==> src/rtl/sample_buffer_loader.sv <==
// Byte-stream packer feeding the 32-sample mean units.
// Collects one frame, launches the mean unit, then holds the frame until it is done.
module sample_buffer_loader #(
  parameter int N_SAMPLES = 32,
  parameter int WIDTH     = 8,
  parameter int CNT_W     = 6
) (
  input  logic                       clk,
  input  logic                       rst,
  input  logic                       in_valid,
  input  logic [WIDTH-1:0]           in_data,
  output logic                       in_ready,
  input  logic                       avg_ready,
  input  logic                       avg_done,
  output logic                       start,
  output logic [N_SAMPLES*WIDTH-1:0] samples,
  output logic [CNT_W-1:0]           count,
  output logic                       busy
);

  typedef enum logic [1:0] {
    FILL,
    WAIT_RDY,
    START,
    HOLD
  } state_t;

  state_t state;
  state_t state_nxt;
  logic   accept;
  logic   last;

  assign accept = in_valid & in_ready;
  assign last   = (count == CNT_W'(N_SAMPLES - 1));

  always_ff @(posedge clk or posedge rst) begin
    if (rst) state <= FILL;
    else     state <= state_nxt;
  end

  always_comb begin
    state_nxt = state;
    unique case (state)
      FILL:     if (accept && last) state_nxt = WAIT_RDY;
      WAIT_RDY: if (avg_ready)      state_nxt = START;
      START:                        state_nxt = HOLD;
      HOLD:     if (avg_done)       state_nxt = FILL;
      default:                      state_nxt = FILL;
    endcase
  end

  // in_ready is gated by rst so upstream sees a stall during reset
  always_comb begin
    in_ready = (state == FILL) & ~rst;
    start    = (state == START);
    busy     = (state != FILL);
  end

  always_ff @(posedge clk or posedge rst) begin
    if (rst) begin
      count   <= '0;
      samples <= '0;
    end else begin
      if (accept)
        count <= count + CNT_W'(1);
      else if (state == HOLD && avg_done)
        count <= '0;
      for (int i = 0; i < N_SAMPLES; i++) begin
        if (accept && count == CNT_W'(i))
          samples[i*WIDTH +: WIDTH] <= in_data;
      end
    end
  end

endmodule

==> config.mk <==
export PLATFORM = sky130hd
export DESIGN_NAME = sample_buffer_loader
export DESIGN_NICKNAME = d
export VERILOG_FILES = /design/src/rtl/sample_buffer_loader.sv
export SDC_FILE = /design/constraint.sdc
export NUM_CORES = 1
export LEC_CHECK = 0
export BUFFER_PORTS_ARGS = -buffer_cell sky130_fd_sc_hd__buf_4
export CAP_MARGIN = 10
export CORE_MARGIN = 2
export CORE_UTILIZATION = 40
export CTS_BUF_LIST = sky130_fd_sc_hd__clkbuf_8
export DETAILED_ROUTE_END_ITERATION = 10
export GPL_TIMING_DRIVEN = 0
export PLACE_DENSITY = 0.61
export SYNTH_ARGS = -nofsm -noshare
export SYNTH_HDL_FRONTEND = slang
export SYNTH_SLANG_ARGS = --single-unit
export TNS_END_PERCENT = 1
==> constraint.sdc <==
create_clock -name clk -period 12.1 [get_ports clk]
set_input_delay 1.815 -clock clk [delete_from_list [all_inputs] [get_ports clk]]
set_output_delay 1.815 -clock clk [all_outputs]
set_load 0.05 [all_outputs]
==> impl_metrics.json, run 1 <==
{
  "max_freq_mhz": 247,
  "p_int_uw": 1530,
  "p_comb_frac": 0.198,
  "fin_crit_sh": 0.335,
  "via_per_inst": 4.96,
  "min_path_type": "flop to flop",
  "synthMuxAreaShare": 0.282,
  "num_io_pins": 278,
  "track_usage": 0.205,
  "die_y_um": 165,
  "cts_tree": "built",
  "fin_crit_ns": 4.05,
  "cts_inserted_buffers": 45,
  "clockBufferDepth": 3,
  "drtPass1Iterations": 4,
  "dp.final_hpwl_um": 19800,
  "clk_pin_slew_ns": 0.06,
  "port_buffers": 276,
  "synth_nets": 677,
  "grt_remaining_overflow": 0,
  "synth_fa_ha_area_frac": 0.0108,
  "ys_types": 38,
  "drv_slew": 0,
  "crit_fanout": 10,
  "drtAntennaViolNets": 0,
  "drive_gt1_frac": 0.612,
  "htreeDepth": 2,
  "cts_num_sinks": 264,
  "async_flop_share": 1.00,
  "nets": 1002,
  "drt-initial-drc-count": 298,
  "grt_pass1_wl_um": 42000,
  "core-area_um2": 25300,
  "place_ws_ns": 8.05,
  "seq_area_frac_synth": 0.636,
  "synth_top_family_by_area": "multiplexers",
  "holdPathStages": 1,
  "post_cts_buffers": 0,
  "rr_worst_depth": 6,
  "critPathLaunchType": "flop",
  "start_util": 0.410,
  "synth-simple-area-share": 0.0471,
  "yosysWarnings": 0,
  "synth-main-ff-cell": "dfrtp_1",
  "p_clk_frac": 0.367,
  "layout_common_cells": "buf_4 (277), dfrtp_1 (264), mux2_2 (244)",
  "die_x_um": 165,
  "drv_cap": 0,
  "synth_edf_count": 0,
  "root_buffer": "clkbuf_8",
  "synth-compound-area-share": 0.00819,
  "syn_area_per_cell_um2": 15.9,
  "grt_pass1_vias": 6915,
  "synth-seq-cells": 264,
  "syn-instance-count": 655,
  "pwr-share-seq": 0.435,
  "setup_ws_ns": 8.05,
  "p_per_area_nw_per_um2": 160,
  "postCtsHoldBufs": 0,
  "dieArea_um2": 27300,
  "crit_path_end_kind": "output pin",
  "insertion_delay_ns": 0.54,
  "switchingPower_uw": 692,
  "clock_skew_ns": 0.00866,
  "fillCellCount": 2180,
  "vias": 6675,
  "status": "complete, no violations",
  "grt_max_degree": 113,
  "remaining_drc_errors": 0,
  "synth_xor_area_frac": 0,
  "leakagePower_uw": 0.00748,
  "cts_resized": 0,
  "cp.required_ns": 10.28,
  "syn_area_um2": 10400,
  "gp_congestion": 0.775,
  "final_core_util": 0.548,
  "peakVddDrop_mv": 0.110,
  "crit_type": "flop to output pin",
  "wirelength_um": 27900,
  "rows": 58,
  "finalHoldViolCount": 0,
  "critical_path_arrival_ns": 2.24,
  "relSlewSlack": 0.375,
  "final-setup-viol-count": 0,
  "antenna_cells": 0,
  "area_growth_pct": 33.6,
  "antenna_found_initial": 0,
  "switching_share": 0.311,
  "tightest_slew_ns": 0.934,
  "layout_commonest_cell": "buf_4",
  "post_drt_wl_per_cell_um": 20.8,
  "rsz0062_at_grt": "no"
}
-- cell usage after synthesis (3+ instances only) --
| cell type | count | area, µm² |
|---|---|---|
| a21oi_1 | 3 | 15.0 |
| buf_2 | 3 | 15.0 |
| clkbuf_1 | 27 | 101 |
| dfrtp_1 | 264 | 6610 |
| ha_1 | 9 | 113 |
| inv_1 | 7 | 26.3 |
| mux2_1 | 5 | 56.3 |
| mux2_2 | 244 | 2750 |
| mux2_4 | 8 | 120 |
| nand2_1 | 19 | 71.3 |
| nand2b_1 | 4 | 25.0 |
| nand3_1 | 4 | 20.0 |
| nand4_1 | 5 | 31.3 |
| nor2_1 | 11 | 41.3 |
| nor2_2 | 5 | 31.3 |
| nor2_4 | 3 | 33.8 |
| nor3_2 | 5 | 50.1 |
| nor3b_4 | 3 | 56.3 |
| o21ai_0 | 5 | 25.0 |
-- worst max-delay path, stage by stage, from the launching register on --
cell	delay [ns]
dfrtp_1	0.41
inv_1	0.13
ha_1	0.27
buf_1	0.39
inv_1	0.17
nor2_1	0.13
buf_4	0.20
-- power groups by stage --
stage / Sequential (µW) / Clock, µW / Combinational, µW
after detailed placement: 982 / 0 / 444
final: 967 / 816 / 439
after CTS: 967 / 843 / 444
after global placement: 983 / 0 / 437
after global routing: 973 / 881 / 464
after floorplan: 1140 / 0 / 145
-- layout make-up --
cell class                      instances  area [µm²]  area share
Multi-Input combinational cell        351        3620       0.261
Clock buffer                           60         826      0.0595
Timing Repair Buffer                  278        2130       0.153
Clock inverter                         22         116     0.00838
Sequential cell                       264        6610       0.476
Inverter                                7        33.8     0.00243
Buffer                                 33         139      0.0100
Tap cell                              330         413      0.0297
-- logic make-up after synthesis --
logic type               after synthesis
AO/OA/AOI/OAI                         13
adder cells (fa/ha/maj)                9
buffers and inverters                 40
flip-flops                           264
multiplexers                         258
AND/OR/NAND/NOR                       71
-- final timing paths --
check,slack (ns),from,end
setup / recovery,8.05,state[0],in_ready
hold / removal,0.49,samples[45],samples[45]
setup reg to reg,9.65,state[0],samples[170]
hold reg to reg,0.49,samples[45],samples[45]
max in group asynchronous,9.79,rst,samples[170]
min in group asynchronous,1.36,rst,samples[31]
-- state kept, by name, indices dropped and copies added, names as in the netlist --
name and cells:
count 6, samples 256, state 2
-- stage by stage --
step	total power, µW	TNS [ns]	cells	hold WS [ns]	cell area, µm²
finish	2220	0	1345	0.488	13900
global route	2320	0	1345	0.519	13900
CTS	2250	0	1345	0.494	13900
detailed placement	1430	0	1263	0.481	12900
global placement	1420	-106.16	1261	0.470	12900
floorplan	1290	0	655	0.517	10400
-- metal layers --
| metal | vias up | wire (µm) | track usage |
|---|---|---|---|
| met4 | 0 | 677 | 0.0621 |
| li1 | 2983 | - | - |
| met5 | - | 0 | 0 |
| met1 | 3423 | 11800 | 0.269 |
| met2 | 215 | 13100 | 0.325 |
| met3 | 54 | 2370 | 0.0657 |
Power figures use the tool's default switching activity.
==> inputs of run 2 (changes only) <==
==> constraint.sdc (replaced) <==
create_clock -name clk -period 4.15 [get_ports clk]
set_input_delay 0.6225 -clock clk [delete_from_list [all_inputs] [get_ports clk]]
set_output_delay 0.6225 -clock clk [all_outputs]
set_load 0.05 [all_outputs]
==> run 2 against run 1 <==
  * Die area stayed put
  * Sequential power rose to 2.9 times the previous value
  * Cell area about the same
  * Critical endpoint unchanged
  * Largest power group unchanged
  * Highest routed layer unchanged
==> impl_metrics.json, run 2 (synthesis results as in run 1) <==
{
  "status": "complete, no violations",
  "place_inst": 1269,
  "cts_resized": 0,
  "setup_ws_ns": 1.34,
  "post_cts_buffers": 0,
  "grt_pass1_vias": 6960,
  "finalHoldViolCount": 0,
  "place_ws_ns": 1.69,
  "p_per_area_nw_per_um2": 451,
  "num_io_pins": 278,
  "min_path_type": "input pin to async pin",
  "max_stage_delay_ns": 0.40,
  "port_buffers": 276,
  "root_buffer": "clkbuf_8",
  "drv_slew": 0,
  "nets": 1009,
  "relSlewSlack": 0.435,
  "layout_common_cells": "buf_4 (277), dfrtp_1 (264), mux2_2 (244)",
  "fin_total_pwr_uw": 6250,
  "clockBufferDepth": 3,
  "layout_commonest_cell": "buf_4",
  "grt_remaining_overflow": 0,
  "rr_worst_depth": 6,
  "path_cells": "inv_1, ha_1, buf_1, inv_1, nor2_1, buf_4",
  "dieArea_um2": 27300,
  "vias": 6749,
  "crit_type": "flop to output pin",
  "r2r_end": "samples[168]",
  "dp.final_hpwl_um": 20400,
  "wirelength_um": 28000,
  "max_freq_mhz": 356,
  "critPathLaunchType": "flop",
  "gp_congestion": 0.754,
  "largest_reg_flops": 256,
  "htreeDepth": 2,
  "rsz0062_at_grt": "no",
  "via_per_inst": 5.01,
  "fin_crit_sh": 0.677,
  "insertion_delay_ns": 0.54,
  "track_usage": 0.205,
  "start_util": 0.410,
  "drv_cap": 0,
  "drtPass1Iterations": 4,
  "leakagePower_uw": 0.00748,
  "area_growth_pct": 33.4,
  "final-setup-viol-count": 0,
  "cts_num_sinks": 264,
  "antenna_cells": 0,
  "clk_pin_slew_ns": 0.06,
  "cp_common_cell": "inv_1",
  "grt_max_degree": 40,
  "remaining_drc_errors": 0,
  "antenna_found_initial": 0,
  "drt-initial-drc-count": 228,
  "dpl_cell_area_um2": 13000,
  "r2r-start": "state[0]",
  "core-area_um2": 25300,
  "design_area_um2": 13900,
  "postCtsHoldBufs": 0,
  "grt_pass1_wl_um": 42300,
  "die_x_um": 165,
  "rows": 58,
  "slowest_stage": "dfrtp_1",
  "tightest_slew_ns": 0.843,
  "largest-register": "samples",
  "drtAntennaViolNets": 0,
  "clock_skew_ns": 0.0207,
  "cts_tree": "built",
  "fin_crit_ns": 2.81,
  "crit_fanout": 10,
  "post_drt_wl_per_cell_um": 20.8,
  "die_y_um": 165,
  "peakVddDrop_mv": 0.342,
  "drive_gt1_frac": 0.608,
  "fillCellCount": 2180,
  "crit_path_end_kind": "output pin",
  "r2r_slack_ns": 1.75,
  "finalHoldWorstSlack_ns": 0.177,
  "cp.required_ns": 3.53,
  "critical_path_arrival_ns": 2.19,
  "cts_inserted_buffers": 46,
  "fin_cells": 1347,
  "reg_top3": "samples: 256 flops, count: 6 flops, state: 2 flops"
}
## run 2: cell types whose count changed in the layout (fill, tap and decap cells not counted), sizes merged
cell,before,now
bufinv,1,0
clkinvlp,1,3
clkinv,3,2
inv,24,28
buf,284,290
clkbuf,87,79
## run 2: worst max-delay path by stage
stage | from | endpoint | slack [ns] | cells past startpoint
after floorplan | rst | count[0] | -0.09 | 2
after global placement | rst | samples[103] | -1.76 | 2
after detailed placement | state[0] | samples[171] | 1.69 | 6
after CTS | state[0] | in_ready | 1.30 | 6
after global routing | state[0] | in_ready | 1.11 | 6
final | state[0] | in_ready | 1.34 | 6
## run 2: routing by layer
metal	GRT usage	part of all wire
met1	0.275	0.43
met2	0.317	0.46
met3	0.0697	0.088
met4	0.0569	0.021
met5	0	0
## run 2: report_power, final
| group | internal (µW) | switching, µW |
|---|---|---|
| sequential | 2720 | 93.8 |
| combinational | 400 | 895 |
| clock | 1130 | 1010 |
## run 2: through the flow
step	util	setup TNS, ns
3_5_place_dp	0.515	0
2_1_floorplan	-	-25.02
3_3_place_gp	0.509	-461.11
4_1_cts	0.548	0
5_1_grt	0.548	0
6_report	0.548	0
## run 2: layout make-up
class | count | area [µm²] | area share
repair buffers | 284 | 2230 | 0.161
well taps | 330 | 413 | 0.0298
clock buffers | 52 | 716 | 0.0516
plain buffers | 33 | 143 | 0.0103
multi-input cells | 351 | 3620 | 0.261
clock inverters | 26 | 108 | 0.00776
flip-flops and latches | 264 | 6610 | 0.476
inverters | 7 | 30.0 | 0.00217
## run 2: critical path: cells and delay by family, from the launching register on
family | cells | cell delay, ns
buffers and inverters | 4 | 0.88
flip-flops | 1 | 0.40
adder cells (fa/ha/maj) | 1 | 0.24
AND/OR/NAND/NOR | 1 | 0.14
==> inputs of run 3 (changes only) <==
--- a/config.mk
+++ b/config.mk
@@ -12,7 +12,7 @@
 export CTS_BUF_LIST = sky130_fd_sc_hd__clkbuf_8
 export DETAILED_ROUTE_END_ITERATION = 10
 export GPL_TIMING_DRIVEN = 0
-export PLACE_DENSITY = 0.61
+export PLACE_DENSITY = 0.64
 export SYNTH_ARGS = -nofsm -noshare
 export SYNTH_HDL_FRONTEND = slang
 export SYNTH_SLANG_ARGS = --single-unit
==> constraint.sdc (replaced) <==
create_clock -name clk -period 2.55 [get_ports clk]
set_input_delay 0.3825 -clock clk [delete_from_list [all_inputs] [get_ports clk]]
set_output_delay 0.3825 -clock clk [all_outputs]
set_load 0.05 [all_outputs]
==> run 3 against run 2 <==
  * Via count is 0.90% lower
  * Sequential cell count unchanged
  * Power is 67% higher
  * Clock skew increased by 0.0078 ns
  * Core utilization rose by 0.36 points
  * Largest cell class unchanged
==> impl_metrics.json, run 3 (synthesis results as in run 1) <==
{
  "slowest_stage": "dfrtp_1",
  "drt-initial-drc-count": 271,
  "area_growth_pct": 34.3,
  "final-setup-viol-count": 0,
  "fin_crit_sh": 0.949,
  "fin_crit_ns": 2.42,
  "r2r_slack_ns": 0.20,
  "finalHoldViolCount": 0,
  "grt_pass1_vias": 7163,
  "reg_top3": "samples: 256 flops, count: 6 flops, state: 2 flops",
  "design_area_um2": 14000,
  "crit_fanout": 10,
  "start_util": 0.410,
  "nets": 1009,
  "grt_pass1_wl_um": 43000,
  "clockBufferDepth": 3,
  "dp.final_hpwl_um": 20300,
  "routed.top_layer": "met4",
  "clk_pin_slew_ns": 0.06,
  "rsz0062_at_grt": "no",
  "cp.required_ns": 2.17,
  "dieArea_um2": 27300,
  "port_buffers": 276,
  "min_path_type": "input pin to flop",
  "cp_common_cell": "inv_1",
  "antenna_found_initial": 0,
  "cts_inserted_buffers": 45,
  "via_per_inst": 4.95,
  "max_freq_mhz": 413,
  "route.met3.wl_um": 2560,
  "vias": 6688,
  "drtPass1Iterations": 4,
  "relSlewSlack": 0.444,
  "drv_cap": 0,
  "wirelength_um": 28400,
  "critPathLaunchType": "flop",
  "cts_tree": "built",
  "track_usage": 0.209,
  "status": "complete, no violations",
  "fin_cells": 1350,
  "gp_congestion": 0.788,
  "root_buffer": "clkbuf_8",
  "crit_type": "flop to output pin",
  "htreeDepth": 2,
  "path_cells": "inv_1, ha_1, buf_2, inv_1, nor2_1, buf_4",
  "post_drt_wl_per_cell_um": 21.1,
  "antenna_cells": 0,
  "place_inst": 1269,
  "leakagePower_uw": 0.00751,
  "crit_path_end_kind": "output pin",
  "grt_max_degree": 41,
  "cts_num_sinks": 264,
  "largest-register": "samples",
  "critPathTopFamily": "buffers and inverters",
  "dpl_cell_area_um2": 13000,
  "remaining_drc_errors": 0,
  "clock_skew_ns": 0.0285,
  "drtAntennaViolNets": 0,
  "tightest_slew_ns": 0.829,
  "peakVddDrop_mv": 0.533,
  "met1_length_um": 12100,
  "finalSetupTns_ns": 0,
  "max_stage_delay_ns": 0.41,
  "layout_commonest_cell": "buf_4",
  "grt_remaining_overflow": 0,
  "p_per_area_nw_per_um2": 749,
  "drv_slew": 0,
  "largest_reg_flops": 256,
  "insertion_delay_ns": 0.54,
  "critPathBufInv": 4,
  "die_x_um": 165,
  "met2WireLength_um": 12900,
  "die_y_um": 165,
  "rows": 58,
  "core-area_um2": 25300,
  "num_io_pins": 278,
  "critical_path_arrival_ns": 2.04,
  "layout_common_cells": "buf_4 (277), dfrtp_1 (264), mux2_2 (244)",
  "drive_gt1_frac": 0.616
}
==> run 3: cell count changes in the layout (fill, tap and decap cells not counted) <==
cell,delta
clkbuf_8,+7
buf_2,+1
inv_6,+1
buf_1,-1
dlygate4sd3_1,+1
clkinv_2,+3
clkinvlp_4,-2
inv_1,-7
==> run 3: metal layers <==
layer,GRT usage,vias up
li1,-,2983
met5,0,-
met1,0.278,3398
met4,0.0727,0
met2,0.320,242
met3,0.0694,65
==> run 3: power breakdown <==
group	internal, µW	switching (µW)
logic	656	1470
clock network	2070	1680
registers	4430	153
==> run 3: timing repair <==
action,4_1_cts,5_1_grt
hold buffers,1,0
setup buffers,0,0
endpoints found under the hold margin,51,0
setup endpoints to repair,1,0
gates resized for setup,1,0
==> run 3: layout make-up <==
type | instances | area [µm²]
sequential | 264 | 6610
inverter | 7 | 30.0
buffer | 33 | 144
clock inverter | 21 | 90.1
timing repair buffer | 285 | 2240
clock buffer | 59 | 812
fill | 2148 | 11400
tap | 330 | 413
multi-input combinational | 351 | 3620
==> run 3: path summary, 6_finish.rpt <==
kind / startpoint / end / depth (start not counted)
max reg2reg: state[0] / samples[195] / 5
min: in_data[1] / samples[33] / 2
min in group asynchronous: rst / count[4] / 4
max: state[0] / in_ready / 6
min reg2reg: samples[32] / samples[32] / 1
max in group asynchronous: rst / samples[66] / 7
==> run 3: per-stage QoR <==
step | hold slack, ns | power (µW) | utilization | setup WS, ns
floorplan | 0.517 | 6100 | - | -1.45
global placement | 0.470 | 6740 | 0.509 | -3.08
detailed placement | 0.477 | 6800 | 0.515 | 0.0738
CTS | 0.0850 | 10600 | 0.551 | 0.106
global route | 0.0988 | 10900 | 0.551 | 0.00908
finish | 0.124 | 10500 | 0.551 | 0.131
